File: config.mk
export PLATFORM = sky130hd
export DESIGN_NAME = fib_run_ctrl
export DESIGN_NICKNAME = d
export VERILOG_FILES = /design/src/rtl/fib_run_ctrl.sv
export SDC_FILE = /design/constraint.sdc
export NUM_CORES = 1
export LEC_CHECK = 0
export ABC_CLOCK_PERIOD_IN_PS = 5820
export CAP_MARGIN = 30
export CORE_MARGIN = 2
export CORE_UTILIZATION = 53
export CTS_CLUSTER_SIZE = 28
export DETAILED_ROUTE_END_ITERATION = 8
export MAX_ROUTING_LAYER = met4
export PLACE_DENSITY = 0.86
export SLEW_MARGIN = 20
export SYNTH_ARGS = -nofsm -noshare
export SYNTH_HDL_FRONTEND = slang
export SYNTH_SLANG_ARGS = --single-unit
File: constraint.sdc
create_clock -name wb_clk_i -period 5.82 [get_ports wb_clk_i]
set_clock_uncertainty 0.2 [all_clocks]
set_input_delay 0.873 -clock wb_clk_i [delete_from_list [all_inputs] [get_ports wb_clk_i]]
set_output_delay 0.873 -clock wb_clk_i [all_outputs]
set_load 0.01 [all_outputs]
File: src/rtl/fib_run_ctrl.sv
// Run controller for the Fibonacci datapath: arms a timed run, counts prescaled ticks,
// captures the result and raises a completion pulse. Define FIB_RUN_CTRL_STALL_EN to add stall detection.
module fib_run_ctrl #(
  parameter int CLOCK_WIDTH = 6,
  parameter int STALL_LIMIT = 16
) (
  input  logic                   wb_clk_i,
  input  logic                   reset,
  input  logic                   start_i,
  input  logic                   stop_i,
  input  logic                   ack_i,
  input  logic [15:0]            run_len_i,
  input  logic [15:0]            div_i,
  input  logic [CLOCK_WIDTH-1:0] clk_sel_i,
  input  logic [29:0]            fib_val_i,
  output logic                   fib_switch_o,
  output logic [CLOCK_WIDTH-1:0] clock_sel_o,
  output logic                   busy_o,
  output logic                   done_o,
  output logic                   aborted_o,
  output logic                   stalled_o,
  output logic [29:0]            result_o,
  output logic [15:0]            ticks_o,
  output logic                   irq_o
);

  localparam logic [2:0] S_IDLE    = 3'd0;
  localparam logic [2:0] S_ARM     = 3'd1;
  localparam logic [2:0] S_RUN     = 3'd2;
  localparam logic [2:0] S_CAPTURE = 3'd3;
  localparam logic [2:0] S_DONE    = 3'd4;

  if (STALL_LIMIT < 2 || STALL_LIMIT > 255) begin : g_bad_limit
    $error("fib_run_ctrl: STALL_LIMIT must be in 2..255");
  end

  logic [2:0]             state_q,   state_d;
  logic [15:0]            run_len_q, run_len_d;
  logic [15:0]            div_q,     div_d;
  logic [15:0]            presc_q,   presc_d;
  logic [15:0]            ticks_q,   ticks_d;
  logic [CLOCK_WIDTH-1:0] clk_sel_q, clk_sel_d;
  logic [29:0]            result_q,  result_d;
  logic                   aborted_q, aborted_d;
  logic                   stalled_q, stalled_d;
  logic                   irq_q,     irq_d;
  logic                   tick;
  logic                   stall_hit;
  logic                   start_req;

  assign tick      = (state_q == S_RUN) && (presc_q == div_q);
  assign start_req = start_i && !stop_i;

`ifdef FIB_RUN_CTRL_STALL_EN
  localparam logic [7:0] STALL_LAST = 8'(STALL_LIMIT - 1);

  logic [29:0] sample_q,     sample_d;
  logic        sample_vld_q, sample_vld_d;
  logic [7:0]  stall_cnt_q,  stall_cnt_d;

  // The first tick of a run only primes the sample; compares start on the second tick.
  assign stall_hit = tick && sample_vld_q && (fib_val_i == sample_q) &&
                     (stall_cnt_q == STALL_LAST);

  always_comb begin
    sample_d     = sample_q;
    sample_vld_d = sample_vld_q;
    stall_cnt_d  = stall_cnt_q;
    if (state_q == S_ARM) begin
      sample_vld_d = 1'b0;
      stall_cnt_d  = 8'd0;
    end else if (tick) begin
      sample_d     = fib_val_i;
      sample_vld_d = 1'b1;
      stall_cnt_d  = (sample_vld_q && fib_val_i == sample_q) ? stall_cnt_q + 8'd1 : 8'd0;
    end
  end

  always_ff @(posedge wb_clk_i) begin
    if (reset) begin
      sample_q     <= '0;
      sample_vld_q <= 1'b0;
      stall_cnt_q  <= '0;
    end else begin
      sample_q     <= sample_d;
      sample_vld_q <= sample_vld_d;
      stall_cnt_q  <= stall_cnt_d;
    end
  end
`else
  assign stall_hit = 1'b0;
`endif

  // NOTE: every signal gets its hold value first so no path through the case infers a latch.
  always_comb begin
    state_d   = state_q;
    run_len_d = run_len_q;
    div_d     = div_q;
    presc_d   = presc_q;
    ticks_d   = ticks_q;
    clk_sel_d = clk_sel_q;
    result_d  = result_q;
    aborted_d = aborted_q;
    stalled_d = stalled_q;
    irq_d     = (state_q == S_CAPTURE);

    case (state_q)
      S_IDLE: begin
        if (start_req) state_d = S_ARM;
      end
      S_ARM: begin
        run_len_d = run_len_i;
        div_d     = div_i;
        clk_sel_d = clk_sel_i;
        ticks_d   = 16'd0;
        presc_d   = 16'd0;
        aborted_d = 1'b0;
        stalled_d = 1'b0;
        state_d   = (run_len_i == 16'd0) ? S_CAPTURE : S_RUN;
      end
      S_RUN: begin
        presc_d = tick ? 16'd0 : presc_q + 16'd1;
        if (stall_hit) begin
          stalled_d = 1'b1;
          state_d   = S_CAPTURE;
        end
        if (stop_i) begin
          aborted_d = 1'b1;
          state_d   = S_CAPTURE;
        end else if (tick) begin
          ticks_d = (ticks_q == 16'hFFFF) ? ticks_q : ticks_q + 16'd1;
          if (ticks_q + 16'd1 == run_len_q) state_d = S_CAPTURE;
        end
      end
      S_CAPTURE: begin
        result_d = fib_val_i;
        state_d  = S_DONE;
      end
      S_DONE: begin
        if (start_req)  state_d = S_ARM;
        else if (ack_i) state_d = S_IDLE;
      end
      default: state_d = S_IDLE;
    endcase
  end

  // NOTE: state registers use non-blocking assignments so all flops update from pre-edge values.
  always_ff @(posedge wb_clk_i) begin
    if (reset) begin
      state_q   <= S_IDLE;
      run_len_q <= '0;
      div_q     <= '0;
      presc_q   <= '0;
      ticks_q   <= '0;
      clk_sel_q <= CLOCK_WIDTH'(1);
      result_q  <= '0;
      aborted_q <= 1'b0;
      stalled_q <= 1'b0;
      irq_q     <= 1'b0;
    end else begin
      state_q   <= state_d;
      run_len_q <= run_len_d;
      div_q     <= div_d;
      presc_q   <= presc_d;
      ticks_q   <= ticks_d;
      clk_sel_q <= clk_sel_d;
      result_q  <= result_d;
      aborted_q <= aborted_d;
      stalled_q <= stalled_d;
      irq_q     <= irq_d;
    end
  end

  assign fib_switch_o = (state_q == S_ARM) || (state_q == S_RUN);
  assign busy_o       = fib_switch_o || (state_q == S_CAPTURE);
  assign done_o       = (state_q == S_DONE);
  assign clock_sel_o  = clk_sel_q;
  assign aborted_o    = aborted_q;
  assign stalled_o    = stalled_q;
  assign result_o     = result_q;
  assign ticks_o      = ticks_q;
  assign irq_o        = irq_q;

endmodule

## Word level (Yosys, flattened, before mapping)

Cells that the tools add are included.

- Add/subtract/negate cells: 2
- Equal/unequal tests: 15
- Mux-type cells: 16
- Reductions and logical operators: 11

Operators by type and width:

| cell | number |
|---|---|
| $mux W16 | 4 |
| $pmux W16 S2 | 2 |
| $add A16 B1 Y16 const B | 2 |
| $eq A16 B16 Y1 | 2 |
| $mux W3 | 6 |
| $eq A16 B16 Y1 const B | 1 |
| $logic_not A16 Y1 | 1 |
| $pmux W3 S5 | 1 |
| $ne A2 B2 Y1 const B | 5 |
| $reduce_and A4 Y1 | 2 |
| $eq A3 B2 Y1 const B | 2 |
| $ne A3 B2 Y1 const B | 2 |
| $eq A3 B1 Y1 const B | 1 |
| $eq A3 B3 Y1 const B | 1 |
| $logic_not A3 Y1 | 1 |
| $ne A3 B3 Y1 const B | 1 |
| $logic_and A1 B1 Y1 | 2 |
| $logic_or A1 B1 Y1 | 2 |
| $mux W1 | 2 |
| $pmux W1 S2 | 1 |
| $reduce_and A2 Y1 | 1 |
| $reduce_bool A2 Y1 | 1 |
| $logic_not A1 Y1 | 1 |

- Register bits after elaboration: 105
- Bits of input ports: 73
- Output and inout bits: 58
- Logic and storage cells: 53

## Longest topological paths before layout

Gate-level depths: netlist (run 1).

- Depth after elaboration: 6
- Gate-level depth with buffers: 9
- Mapped depth without buffers: 7

## Worst setup path after synthesis (run 1)

OpenSTA, ideal clock, no wires.

- Kind: in2reg
- Start: in run_len_i[0]
- End: reg state_q[0]
- Setup time: 87 ps
- Data arrival time: 2170 ps
- Required time: 5533 ps
- Path slack: 3363 ps
- Stages: 6
- Buffers on the path: 0
- Cells stage by stage: or4_1 nor2_1 a41oi_1 nor4b_1 nand4_1 o31ai_1

- Cells in the longest elaborated chain, start to end: 3

RTL lines:

| item | RTL line | RTL |
|---|---|---|
| from (decl) | 12 | `input logic [15:0] run_len_i,` |
| $logic_not A16 Y1 | 119 | `state_d = (run_len_i == 16'd0) ? S_CAPTURE : S_RUN;` |
| $mux W1 | 119 |  |
| $pmux W3 S5 | 107 | `case (state_q)` |
| to (signal assigned) | 161 | `state_q <= state_d;` |
| to (decl) | 37 | `logic [2:0] state_q, state_d;` |

Every way passes these cells.
A chain may end at the register's enable or synchronous reset.

## Final worst setup path (run 1)

- Start: reg state_q[0]
- End: out fib_switch_o

- Cells in the longest elaborated chain, start to end: 2
- Elaborated cells between the ends (all ways): 3
- Classes of those cells: eq/ne: 2; reduce/logical: 1

RTL lines:

| item | RTL line | RTL |
|---|---|---|
| $eq A3 B1 Y1 / $eq A3 B2 Y1 (equally long branches) | 174 | `assign fib_switch_o = (state_q == S_ARM) \|\| (state_q == S_RUN);` |
| $logic_or A1 B1 Y1 * | 174 |  |
| to (decl) | 16 | `output logic fib_switch_o,` |

Mark *: on every way between the ends. The rest lies on a longest branch, timed or not.

==> run_results.csv, run 1 <==
group,metric,value,unit
clock_network,ctsHoldBuffers,0,
clock_network,clk_latency,380,ps
drt,wl,13.6,mm
cells_and_area,area_growth,29.0,%
synth,synth_top_area_frac,0.418,
die,pin_count,131,
setup_path,path_cells,"xor2_1 -> nand2b_1 -> inv_1 -> clkdlybuf4s50_1",
die,die_h,101,um
timing,finalSetupViolCount,0,
die,die_w,101,um
setup_path,crit_fanout,14,
timing,fin_crit_sh,0.586,
timing,min_period,3410,ps
timing,setup_ws,2410,ps
hold_path,worstHoldStart,"result_o[9]$_SDFFE_PP0P_",
cells_and_area,drive_gt1_frac,0.0480,
placement,post-place-ws,2680,ps
power,cellInternalPower,1.23,mW
synth,syn_inst,648,
setup_path,rr_worst_depth,7,
setup_path,worstPathArrival,2330,ps
drt,post-route-drc-count,0,
hold_path,worst_hold_path.endpoint,"result_o[9]$_SDFFE_PP0P_",
power,clkPwrFrac,0.225,
synth,synth.area.top_cells,"dfxtp_1 42%, nand2_1 13%, a21oi_1 9.6%",
global_route,grt_max_degree,57,
die,die_area,10300,sq um
power,swShare,0.375,
synth,synthesis.area,5020,sq um
drt,dr_total_vias,4950,
drt,drt_iter0_drc,282,
timing,hold_viol,0,
setup_path,r2r_end,"ticks_o[11]$_SDFFE_PP0P_",
global_route,grt_pass1_wl,21.9,mm
setup_path,required,4750,ps
hold_path,hold_class,"flip-flop to flip-flop",
synth,synth_ff_type,"dfxtp_1",
clock_network,clk_pin_slew,110,ps
power,total_power,1.97,mW
synth,synth_warnings,0,
timing,rsz0062_at_grt,"no",
drt,wl_per_cell,15.7,um
power,comb_power_share,0.335,
clock_network,h-tree-depth,3,
global_route,antenna_found_initial,1,
timing,worstMarginPinSlew,892,ps
synth,synth_fp_nets,723,
synth,synth_seq_cells,105,
setup_path,crit_type,"flip-flop to primary output",
clock_network,cts_buffers,9,
placement,dp_hpwl,9.66,mm
drt,dr.pass1.iters,6,
synth,ys_seq_area_frac,0.418,
setup_path,cp-start-kind,"flip-flop",
timing,whs,261,ps
clock_network,clkSinkCount,105,
timing,clock.fmax,0.293,GHz
synth,synth_top_cell_by_area,"dfxtp_1",
timing,fin_tns_setup,0,ps
job,drv_cap,0,
clock_network,cts_resized,0,
die,initial_utilization,0.546,
setup_path,rr_startpoint,"ticks_o[0]$_SDFFE_PP0P_",
power,powerDensity,304,nW/um^2
cells_and_area,final_common_cell,"nand2_1",
clock_network,cts_tree,"yes",
timing,relSlewSlack,0.405,
power,p_seq_frac,0.440,
power,leakagePower,2.22,nW
cells_and_area,layout_common_cells,"171 x nand2_1, 128 x clkdlybuf4s50_1, 105 x dfxtp_1, 96 x a21oi_1, 26 x xor2_1",
synth,synthArstFlopShare,0,
global_route,grt-ovfl-total,0,
synth,syn_area_per_cell,7.75,sq um
drt,via_per_inst,5.74,
setup_path,cp_slowest_stage_delay,640,ps
hold_path,holdPathStages,2,
power,ir_drop,0.192,mV
placement,place.gp.congestion,0.913,
synth,ys_types,54,
clock_network,clockBufferDepth,2,
synth,synth-edff-count,0,
power,p_sw,0.739,mW
die,rows,35,
timing,maxSlewViolCount,0,
clock_network,post_cts_buffers,0,
die,core_area,9200,sq um
clock_network,cts-root-buf,"clkbuf_8",
drt,antenna_left,0,
placement,portBuffers,129,
status,status,"finished, final reports clean",
setup_path,r2r_slack,2910,ps
global_route,grt_usage,0.272,
setup_path,crit_slowest_cell,"clkdlybuf4s50_1",
global_route,grt_pass1_vias,4652,
setup_path,cp-end-kind,"primary output",
cells_and_area,final_nets,820,
-- logic make-up (layout without fill, tap and decap cells) --
group           Yosys count  in the layout  synth area share
mux                       4              4           0.00797
fa+ha+maj                 2              2           0.00498
simple gates            297            297             0.284
compound gates          148            148             0.168
flops                   105            105             0.418
other cells               1              2          0.000746
xor+xnor                 41             41            0.0715
buf+inv                  50            152            0.0451
-- area by class of cell --
class | instances | area (sq um)
diodes | 1 | 2.50
clock buffers | 9 | 124
clock inverters | 7 | 72.6
fillers | 742 | 2720
inverters | 2 | 7.51
multi-input cells | 493 | 2700
flip-flops and latches | 105 | 2100
well taps | 111 | 139
repair buffers | 134 | 1330
-- synthesized netlist by cell type, drive strengths merged (8+ instances only) --
cell,count
nand2,171
dfxtp,105
a21oi,96
clkbuf,31
xor2,26
nor2,25
o21ai,20
buf,17
nor3,17
xnor2,15
a311oi,13
nand3,13
nor4,12
nand3b,9
nand2b,8
-- worst max path at each step --
stage,startpoint,end,slack [ps]
after floorplan,run_len_i[0],state_q[0]$_SDFFE_PP0P_,3360
after global placement,stop_i,ticks_o[6]$_SDFFE_PP0P_,2730
after detailed placement,stop_i,ticks_o[9]$_SDFFE_PP0P_,2680
after CTS,state_q[0]$_SDFFE_PP0P_,fib_switch_o,2420
after global routing,state_q[0]$_SDFFE_PP0P_,fib_switch_o,2250
final,state_q[0]$_SDFFE_PP0P_,fib_switch_o,2410
-- metal layers --
layer,up-vias,track usage,share of wire
li1,2422,-,-
met3,40,0.0407,0.061
met2,190,0.449,0.50
met4,0,0.121,0.030
met1,2298,0.330,0.41
met5,-,-,0
-- critical path: cells and delay by family, from the launching register on --
kind / cells / cell delay [ps]
and+or+nand+nor: 1 / 140
buffers and inverters: 2 / 1040
xor gates and xnor gates: 1 / 190
DFF: 1 / 590
-- power groups by stage --
stage	registers [mW]	clock network [mW]	logic, mW
floorplan	0.874	0	0.432
global placement	0.879	0	0.635
detailed placement	0.883	0	0.652
CTS	0.867	0.451	0.658
global route	0.878	0.477	0.727
finish	0.867	0.443	0.660
-- stage by stage --
stage	instance area [sq um]	util	std cells
after floorplan	5020	-	648
after global placement	6260	0.681	844
after detailed placement	6280	0.683	845
after CTS	6480	0.704	861
after global routing	6480	0.705	862
final	6480	0.705	862
-- state kept, by name, indices dropped and copies added (netlist names), 3 cells and up --
signal and cells:
run_len_q 16, result_o 30, presc_q 16, state_q 3, clock_sel_o 6, ticks_o 16, div_q 16
Power figures use the tool's default switching activity.
==> run 2, diff against run 1 <==
Settings changed: ABC_CLOCK_PERIOD_IN_PS 5820 to 3000, CORE_UTILIZATION 53 to 44, PLACE_DENSITY 0.86 to 0.76.
Clock period 5.82 ns to 3 ns, I/O delays scaled along.
==> run_results.csv, run 2 (same netlist as run 1, synthesis figures left out) <==
group,metric,value,unit
setup_path,rr_worst_depth,6,
clock_network,ctsHoldBuffers,0,
clock_network,cts_buffers,9,
clock_network,clk_latency,360,ps
hold_path,worst_hold_path.endpoint,"result_o[24]$_SDFFE_PP0P_",
timing,fin_tns_setup,0,ps
timing,rsz0062_at_grt,"no",
global_route,grt_usage,0.233,
timing,finalSetupViolCount,0,
setup_path,required,3070,ps
drt,via_per_inst,5.45,
drt,dr_total_vias,4951,
setup_path,path_cells,"nand4_1 -> or2_1 -> a2111oi_0 -> and4_1 -> nand4_1 -> o31ai_1",
power,ir_drop,0.374,mV
timing,min_period,2680,ps
setup_path,cp-end-kind,"flip-flop",
die,pin_count,131,
setup_path,crit_slowest_cell,"dfxtp_1",
drt,drt_iter0_drc,307,
setup_path,cp-start-kind,"flip-flop",
drt,top_layer,"met4",
timing,fin_crit_sh,0.893,
cells_and_area,area_growth,33.6,%
setup_path,crit_top_cell,"nand4_1",
drt,antenna_left,0,
setup_path,worstPathArrival,2750,ps
timing,clock.fmax,0.373,GHz
clock_network,clk_pin_slew,70,ps
clock_network,cts_tree,"yes",
cells_and_area,diodes,0,
timing,worstMarginPinSlew,652,ps
placement,dp_hpwl,9.96,mm
cells_and_area,layout_common_cells,"171 x nand2_1, 128 x clkdlybuf4s50_1, 105 x dfxtp_1, 96 x a21oi_1, 26 x xor2_1",
clock_network,clkSinkCount,105,
drt,wl_per_cell,15.3,um
cells_and_area,largest_reg_flops,30,
clock_network,h-tree-depth,3,
timing,maxSlewViolCount,0,
job,drv_cap,0,
setup_path,r2r_slack,320,ps
timing,whs,254,ps
clock_network,cts-root-buf,"clkbuf_16",
setup_path,crit_type,"flip-flop to flip-flop",
placement,place_area,6430,sq um
clock_network,clockBufferDepth,2,
global_route,antenna_found_initial,0,
clock_network,post_cts_buffers,0,
drt,wl_met2,6.48,mm
drt,wl_met3,953,um
clock_network,cts_resized,0,
global_route,grt_max_degree,63,
cells_and_area,final_common_cell,"nand2_1",
status,status,"finished, final reports clean",
die,die_h,111,um
die,die_w,111,um
setup_path,crit_family,"simple AND/OR/NAND/NOR gates",
setup_path,rr_startpoint,"ticks_o[10]$_SDFFE_PP0P_",
setup_path,cp_slowest_stage_delay,590,ps
hold_path,hold_class,"flip-flop to flip-flop",
die,rows,39,
power,total_power,4.20,mW
setup_path,crit_fanout,11,
placement,place.gp.congestion,0.953,
die,die_area,12300,sq um
drt,met1_length,6.27,mm
cells_and_area,stdcell_area,6710,sq um
die,initial_utilization,0.446,
timing,hold_viol,0,
power,leakagePower,2.33,nW
cells_and_area,final_nets,835,
die,core_area,11300,sq um
global_route,grt_pass1_vias,4765,
placement,portBuffers,129,
setup_path,r2r_end,"state_q[0]$_SDFFE_PP0P_",
setup_path,cp_num_buf_inv,0,
drt,wl,13.9,mm
timing,relSlewSlack,0.561,
power,powerDensity,625,nW/um^2
global_route,grt_pass1_wl,22.9,mm
drt,post-route-drc-count,0,
hold_path,worstHoldStart,"result_o[24]$_SDFFE_PP0P_",
cells_and_area,drive_gt1_frac,0.0654,
hold_path,holdPathStages,2,
global_route,grt-ovfl-total,0,
drt,dr.pass1.iters,5,
==> run 2: cell count changes in the layout (fill, tap and decap cells not counted), moves of 2 or more <==
| cell | previous run | this run |
|---|---|---|
| buf_4 | 4 | 21 |
| clkbuf_16 | 0 | 9 |
| clkbuf_8 | 9 | 0 |
| clkinv_4 | 2 | 0 |
| clkinv_8 | 2 | 0 |
| inv_8 | 0 | 2 |
==> run 2: how the worst max path moves through the flow <==
stage               slack (ps)                       end  cells past startpoint                     start
floorplan                  730  ticks_o[15]$_SDFFE_PP0P_                      9   ticks_o[1]$_SDFFE_PP0P_
global placement           300   ticks_o[6]$_SDFFE_PP0P_                      6                    stop_i
detailed placement         240   ticks_o[9]$_SDFFE_PP0P_                      6                    stop_i
CTS                        340   state_q[0]$_SDFFE_PP0P_                      6  ticks_o[10]$_SDFFE_PP0P_
global route               180  ticks_o[14]$_SDFFE_PP0P_                      6  ticks_o[10]$_SDFFE_PP0P_
finish                     320   state_q[0]$_SDFFE_PP0P_                      6  ticks_o[10]$_SDFFE_PP0P_
==> run 2: layer usage <==
| layer | vias to the layer above | global-route usage |
|---|---|---|
| met1 | 2298 | 0.293 |
| met3 | 23 | 0.0683 |
| met4 | 0 | 0.0583 |
| met2 | 175 | 0.371 |
| met5 | - | - |
| li1 | 2455 | - |
==> run 2: layout make-up <==
type                       instances  area, sq um
fill                             990         4560
timing repair buffer             149         1440
multi-input combinational        493         2700
clock buffer                       9          225
tap                              143          179
inverter                           2         7.51
clock inverter                     7         61.3
sequential                       105         2100
==> run 2: worst register-to-register path, delay by kind of cell (launching register included) <==
kind / cells / cell delay [ps]
flip-flops: 1 / 590
AND/OR/NAND/NOR: 4 / 1050
AO/OA/AOI/OAI: 2 / 770
==> run 2: stage by stage <==
step,util,cells,worst slack [ps]
after floorplan,-,648,727
final,0.596,908,321
after detailed placement,0.570,892,245
after CTS,0.596,908,341
after global routing,0.596,908,178
after global placement,0.570,892,303
==> run 2: report_power, final <==
| group | leakage [nW] | internal [mW] | switching (mW) |
|---|---|---|---|
| clock network | 0.141 | 0.583 | 0.585 |
| registers | 0.850 | 1.55 | 0.120 |
| logic | 1.34 | 0.572 | 0.789 |
